[src/rtl/key_debounce_if.sv]
// Key bundle between the raw DE2 buttons and the debounced outputs.
// master drives key_n (board/bench side); slave is the debouncer.
interface key_debounce_if #(
  parameter int unsigned N_KEYS = 4
);
  logic [N_KEYS-1:0] key_n;
  logic [N_KEYS-1:0] key_level;
  logic [N_KEYS-1:0] key_press;
  logic [N_KEYS-1:0] key_release;

  modport master (
    output key_n,
    input  key_level,
    input  key_press,
    input  key_release
  );

  modport slave (
    input  key_n,
    output key_level,
    output key_press,
    output key_release
  );
endinterface

[src/rtl/key_debounce.sv]
// Per-key synchronizer + debounce FSM producing a clean level and press/release pulses.
// Optional auto-repeat of key_press while held: define KEY_DEBOUNCE_REPEAT_EN.
module key_debounce #(
  parameter int unsigned N_KEYS        = 4,
  parameter int unsigned STABLE_CYCLES = 1000000,
  parameter int unsigned CNT_W         = 20,
  parameter int unsigned REPEAT_DELAY  = 25000000,
  parameter int unsigned REPEAT_PERIOD = 5000000,
  parameter int unsigned REPEAT_W      = 26
) (
  input  logic           clk,
  input  logic           reset_n,
  key_debounce_if.slave  bus
);

  localparam logic [CNT_W-1:0] CNT_LAST = CNT_W'(STABLE_CYCLES - 1);

  typedef enum logic [1:0] {
    S_IDLE         = 2'd0,
    S_PRESS_WAIT   = 2'd1,
    S_PRESSED      = 2'd2,
    S_RELEASE_WAIT = 2'd3
  } state_t;

  logic [N_KEYS-1:0] w_level;
  logic [N_KEYS-1:0] w_press;
  logic [N_KEYS-1:0] w_release;

  for (genvar g = 0; g < N_KEYS; g++) begin : g_key
    logic             r_s1;
    logic             r_s2;
    state_t           r_state;
    state_t           w_state_nxt;
    logic [CNT_W-1:0] r_cnt;
    logic [CNT_W-1:0] w_cnt_nxt;
    logic             r_level;
    logic             r_press;
    logic             r_release;
    logic             w_level_nxt;
    logic             w_press_nxt;
    logic             w_release_nxt;
    logic             w_rep_hit;

    // Two-flop synchronizer; idles at the released level.
    always_ff @(posedge clk or negedge reset_n) begin
      if (!reset_n) begin
        r_s1 <= 1'b1;
        r_s2 <= 1'b1;
      end else begin
        r_s1 <= bus.key_n[g];
        r_s2 <= r_s1;
      end
    end

    always_ff @(posedge clk or negedge reset_n) begin
      if (!reset_n) begin
        r_state   <= S_IDLE;
        r_cnt     <= '0;
        r_level   <= 1'b0;
        r_press   <= 1'b0;
        r_release <= 1'b0;
      end else begin
        r_state   <= w_state_nxt;
        r_cnt     <= w_cnt_nxt;
        r_level   <= w_level_nxt;
        r_press   <= w_press_nxt;
        r_release <= w_release_nxt;
      end
    end

    // Next state: a level change is accepted only after it holds for STABLE_CYCLES+1 samples.
    always_comb begin
      w_state_nxt   = r_state;
      w_cnt_nxt     = r_cnt;
      w_press_nxt   = 1'b0;
      w_release_nxt = 1'b0;

      case (r_state)
        S_IDLE: begin
          if (!r_s2) w_state_nxt = S_PRESS_WAIT;
        end
        S_PRESS_WAIT: begin
          if (r_s2) begin
            w_state_nxt = S_IDLE;
          end else if (r_cnt == CNT_LAST) begin
            w_state_nxt = S_PRESSED;
            w_press_nxt = 1'b1;
          end else begin
            w_cnt_nxt = r_cnt + CNT_W'(1);
          end
        end
        S_PRESSED: begin
          if (r_s2) begin
            w_state_nxt = S_RELEASE_WAIT;
          end else begin
            w_press_nxt = w_rep_hit;
          end
        end
        S_RELEASE_WAIT: begin
          if (!r_s2) begin
            w_state_nxt = S_PRESSED;
          end else if (r_cnt == CNT_LAST) begin
            w_state_nxt   = S_IDLE;
            w_release_nxt = 1'b1;
          end else begin
            w_cnt_nxt = r_cnt + CNT_W'(1);
          end
        end
        default: begin
          w_state_nxt = S_IDLE;
        end
      endcase

      // Counter restarts from zero on every state entry, so it never wraps.
      if (w_state_nxt != r_state) w_cnt_nxt = '0;

      w_level_nxt = (w_state_nxt == S_PRESSED) || (w_state_nxt == S_RELEASE_WAIT);
    end

`ifdef KEY_DEBOUNCE_REPEAT_EN
    localparam logic [REPEAT_W-1:0] REP_DELAY_LAST  = REPEAT_W'(REPEAT_DELAY - 1);
    localparam logic [REPEAT_W-1:0] REP_PERIOD_LAST = REPEAT_W'(REPEAT_PERIOD - 1);

    logic [REPEAT_W-1:0] r_rep_cnt;
    logic                r_rep_armed;
    logic                w_rep_run;

    // Repeat timer only advances while the key sits in PRESSED and stays there.
    assign w_rep_run = (r_state == S_PRESSED) && !r_s2;
    assign w_rep_hit = w_rep_run &&
                       (r_rep_cnt == (r_rep_armed ? REP_PERIOD_LAST : REP_DELAY_LAST));

    always_ff @(posedge clk or negedge reset_n) begin
      if (!reset_n) begin
        r_rep_cnt   <= '0;
        r_rep_armed <= 1'b0;
      end else if (!w_rep_run) begin
        r_rep_cnt   <= '0;
        r_rep_armed <= 1'b0;
      end else if (w_rep_hit) begin
        r_rep_cnt   <= '0;
        r_rep_armed <= 1'b1;
      end else begin
        r_rep_cnt   <= r_rep_cnt + REPEAT_W'(1);
      end
    end
`else
    assign w_rep_hit = 1'b0;
`endif

    assign w_level[g]   = r_level;
    assign w_press[g]   = r_press;
    assign w_release[g] = r_release;
  end

`ifndef KEY_DEBOUNCE_REPEAT_EN
  // Repeat parameters have no effect in this build.
  logic w_unused_repeat_cfg;
  assign w_unused_repeat_cfg = ^{32'(REPEAT_DELAY), 32'(REPEAT_PERIOD), 32'(REPEAT_W)};
`endif

  assign bus.key_level   = w_level;
  assign bus.key_press   = w_press;
  assign bus.key_release = w_release;

endmodule

[src/flat_wrapper.sv]
// flat-port wrapper written by rule: the top's interface ports become plain ports
module key_debounce_flat 
#(
  parameter int unsigned N_KEYS        = 4,
  parameter int unsigned STABLE_CYCLES = 1000000,
  parameter int unsigned CNT_W         = 20,
  parameter int unsigned REPEAT_DELAY  = 25000000,
  parameter int unsigned REPEAT_PERIOD = 5000000,
  parameter int unsigned REPEAT_W      = 26
)
  (clk, reset_n, bus_key_n, bus_key_level, bus_key_press, bus_key_release);
  key_debounce_if #(.N_KEYS(N_KEYS)) bus_i ();
  input  logic clk;
  input  logic reset_n;
  input wire logic [$bits(bus_i.key_n)-1:0] bus_key_n;
  output wire logic [$bits(bus_i.key_level)-1:0] bus_key_level;
  output wire logic [$bits(bus_i.key_press)-1:0] bus_key_press;
  output wire logic [$bits(bus_i.key_release)-1:0] bus_key_release;
  assign bus_i.key_n = bus_key_n;
  assign bus_key_level = bus_i.key_level;
  assign bus_key_press = bus_i.key_press;
  assign bus_key_release = bus_i.key_release;
  key_debounce #(.N_KEYS(N_KEYS), .STABLE_CYCLES(STABLE_CYCLES), .CNT_W(CNT_W), .REPEAT_DELAY(REPEAT_DELAY), .REPEAT_PERIOD(REPEAT_PERIOD), .REPEAT_W(REPEAT_W)) u_core (.clk(clk), .reset_n(reset_n), .bus(bus_i));
endmodule
[config.mk]
export PLATFORM = sky130hd
export DESIGN_NAME = key_debounce_flat
export DESIGN_NICKNAME = d
export VERILOG_FILES = /design/src/rtl/key_debounce_if.sv /design/src/rtl/key_debounce.sv /design/src/flat_wrapper.sv
export SDC_FILE = /design/constraint.sdc
export NUM_CORES = 1
export LEC_CHECK = 0
export ABC_AREA = 1
export ABC_CLOCK_PERIOD_IN_PS = 2290
export CAP_MARGIN = 20
export CORE_MARGIN = 3
export CORE_UTILIZATION = 30
export DETAILED_ROUTE_END_ITERATION = 10
export GPL_TIMING_DRIVEN = 0
export PLACE_DENSITY = 0.49
export SYNTH_ARGS = -nofsm -noshare
export SYNTH_HDL_FRONTEND = slang
export SYNTH_SLANG_ARGS = --single-unit
export TNS_END_PERCENT = 30
[constraint.sdc]
create_clock -name clk -period 2.29 [get_ports clk]
set_input_delay 0.3435 -clock clk [delete_from_list [all_inputs] [get_ports clk]]
set_output_delay 0.3435 -clock clk [all_outputs]
set_load 0.05 [all_outputs]
==> parameters.txt <==
Parameter                              Value

Yosys
  Mean instance size in the synthesized netlist    7.31 um^2
  Distinct cells, synth    33
  Most used flip-flop cell after synthesis    sky130_fd_sc_hd__dfrtp_1
  Number of instances in the synthesized netlist    845
  Count leader, synth    sky130_fd_sc_hd__nand2_1
  Share of Yosys cell area claimed by the top area cell type    40.5%
  Most numerous cell types in the synthesized netlist    270 x sky130_fd_sc_hd__nand2_1, 145 x sky130_fd_sc_hd__nor2_1, 100 x sky130_fd_sc_hd__dfrtp_1, 90 x sky130_fd_sc_hd__inv_1, 61 x sky130_fd_sc_hd__nand3_1
  Part of the Yosys area used for sequential elements    43.9%
  #FFs+latches synth    108
  Mapped cell area    0.00617 mm^2
  Post-synth ARST share    100%
  Number of warnings issued by yosys    0
  Cell types with the largest area share after synthesis    sky130_fd_sc_hd__dfrtp_1 41%, sky130_fd_sc_hd__nand2_1 16%, sky130_fd_sc_hd__nor2_1 8.8%, sky130_fd_sc_hd__inv_1 5.5%, sky130_fd_sc_hd__nand3_1 4.9%
  Number of flops mapped to enable cells by yosys    0
  Post-Syn Nets    855
  Cell taking the most area after synthesis    sky130_fd_sc_hd__dfrtp_1

Timing
  Max Fclk    522 MHz
  Setup slack after layout    0.376 ns
  Worst Clk Skew    0.0106 ns
  Worst Hold Margin    0.358 ns
  RSZ-0062 raised after global routing    no
  Final period demand of the worst path    1.91 ns
  Final period util    83.6%
  Transition time at the pin with the least slew margin    0.544 ns
  Hold violation count in the final report    0
  Slew Viols, Final    0
  Worst slew slack as a fraction of its limit    63.8%
  Setup violations, final    0

Detailed routing
  Routed wire per std cell    11.9 um
  Residual antenna-violating net count after detailed routing    0
  Met3 WL post-DR    398 um
  Final routed DRC violation total    0
  Wl on met1    7.22 mm
  First-pass iteration count of the detailed router    4
  Via count    5060
  Routed vias/inst    4.42
  Overall routed net length    13.6 mm
  Top routing layer in use    met4
  Number of DRC violations after detailed-routing iteration 0    232
  DR WL met2    5.85 mm

CTS
  Clock-pin transition on the worst setup and hold timing paths    0.07 ns
  CTS H-tree lvls    3
  Root Buffer    sky130_fd_sc_hd__clkbuf_16
  CTS Sinks    108
  Insertion delay to the later sink of the worst-skew pair    0.35 ns
  Clock buffer depth    2
  Number of buffers added by the clock tree synthesis step    9
  Postcts setup bufs    0
  Clock tree from TritonCTS    yes

Power and ir drop
  Cell Pwr Density    527 mW/mm^2
  Maximum vdd drop    354 uV
  Static leakage    3.25 nW
  Power consumption    3.69 mW

Die
  Die boundary width    149 um
  Starting density of the core    31.1%
  Core ar.    0.0198 mm^2
  Number of I/O pins    18
  Floorplan die height    149 um
  Die outline area    0.0223 mm^2
  Standard-cell row count    51

Cells and area
  Growth of design area from synthesis to finish    13.3%
  Post-layout nets    885
  Antenna diode count    0
  Share of post-route cells with drive strength above 1    9.32%
  Post-Layout Cell Count    1145
  Fin area    0.00699 mm^2

Global routing
  Remaining Overflow, GRT    0
  Number of antenna violations at the first check in global routing    0
  Maximum number of pins on one net before global-route repair    56
  Wire length of the first global-routing pass    23.8 mm
  Vias in the first global route    4840
  Overall routing resource usage    13.0%

Place
  Worst Setup Slack post-DPL    0.444 ns
  HPWL Detailed    9.88 mm
  DP Cell Count    1128
  Routability-driven placement congestion ratio    0.831
  I/O Buffers    17
  Cell Area, Placed    0.00671 mm^2

Job
  Number of max-capacitance violations reported    0

Worst setup path
  Reg-to-reg setup timing slack    0.45 ns
  Critical path arrival    1.57 ns
  Worst path required time    1.95 ns
  R2R Path Start    u_core.g_key[0].r_cnt[0]$_DFFE_PN0P_
  Critical path launch point    u_core.g_key[3].r_press$_DFF_PN0_
  Category of the most critical setup path    flop to output pin
  Top fanout value on the critical path    1
  Setup crit start kind    flop
  Critical path capture point type    output pin

Hold path
  Hold path startpoint    u_core.g_key[3].r_s1$_DFF_PN1_
  Worst hold path type    flop to flop

Run status
  Outcome    finished clean
==> sequential cells by signal (all words and copies together), names as in the netlist <==
name                    flops
u_core.g_key.r_s2           4
u_core.g_key.r_state        8
u_core.g_key.r_release      4
u_core.g_key.r_press        4
u_core.g_key.r_level        4
u_core.g_key.r_s1           4
u_core.g_key.r_cnt         80
==> critical path: stages (launching register included) <==
cell and delay [ns]:
sky130_fd_sc_hd__dfrtp_1 0.34, sky130_fd_sc_hd__buf_4 0.10, sky130_fd_sc_hd__clkdlybuf4s50_1 0.79
==> report_power, final <==
part | internal [mW] | switching [mW]
Sequential | 1.95 | 0.0343
Clock | 0.752 | 0.750
Combinational | 0.0593 | 0.145
==> layer usage <==
metal | vias up | track usage [%]
li1 | 2696 | -
met1 | 2307 | 19.0
met2 | 50 | 20.0
met3 | 7 | 2.57
met4 | 0 | 2.88
met5 | - | 0
==> path summary, 6_finish.rpt <==
kind,endpoint,cells after the start
setup / recovery,bus_key_press[3],2
hold / removal,u_core.g_key[3].r_s2$_DFF_PN1_,0
setup reg to reg,u_core.g_key[0].r_cnt[5]$_DFFE_PN0P_,8
hold reg to reg,u_core.g_key[3].r_s2$_DFF_PN1_,0
max in group asynchronous,u_core.g_key[0].r_s2$_DFF_PN1_,3
min in group asynchronous,u_core.g_key[1].r_cnt[12]$_DFFE_PN0P_,2
==> timing repair <==
action                     4_1_cts  5_1_grt
hold buffers                     1        0
setup endpoints to repair        0        0
resized for setup                0        0
hold endpoints to repair        49        0
==> cell type report <==
cell class              instances  area [um^2]
fillers                      2131        12900
clock buffers                  10          229
multi-input cells             622         2960
plain buffers                  18          134
flip-flops and latches        108         2710
clock inverters                 6         48.8
repair buffers                 19          209
inverters                      97          365
well taps                     265          332
==> logic make-up after synthesis <==
| group | after synthesis | share of synthesized area [%] |
|---|---|---|
| AO/OA/AOI/OAI | 23 | 2.13 |
| XOR/XNOR | 35 | 4.96 |
| adder cells (fa/ha/maj) | 4 | 0.811 |
| flip-flops | 108 | 43.9 |
| buffers and inverters | 115 | 8.08 |
| AND/OR/NAND/NOR | 559 | 39.9 |
| multiplexers | 1 | 0.162 |
==> placed cells by master, fill, tap and decap left out, types with 7 or more instances in the layout <==
master and instances:
sky130_fd_sc_hd__buf_4 13, sky130_fd_sc_hd__clkbuf_16 9, sky130_fd_sc_hd__clkdlybuf4s50_1 16, sky130_fd_sc_hd__dfrtp_1 100, sky130_fd_sc_hd__dfstp_2 8, sky130_fd_sc_hd__inv_1 90, sky130_fd_sc_hd__nand2_1 270, sky130_fd_sc_hd__nand3_1 61
sky130_fd_sc_hd__nand3_2 7, sky130_fd_sc_hd__nand3b_1 10, sky130_fd_sc_hd__nand4_1 32, sky130_fd_sc_hd__nor2_1 145, sky130_fd_sc_hd__nor2_2 8, sky130_fd_sc_hd__nor2_4 8, sky130_fd_sc_hd__nor3_1 8, sky130_fd_sc_hd__o21ai_0 10
sky130_fd_sc_hd__xor2_1 29
==> per-stage QoR <==
stage,TNS [ns],util [%]
after global routing,0,35.2
after floorplan,0,-
after detailed placement,0,33.8
after global placement,-383.70,33.6
after CTS,0,35.2
final,0,35.2
(Power assumes the default switching activity.)
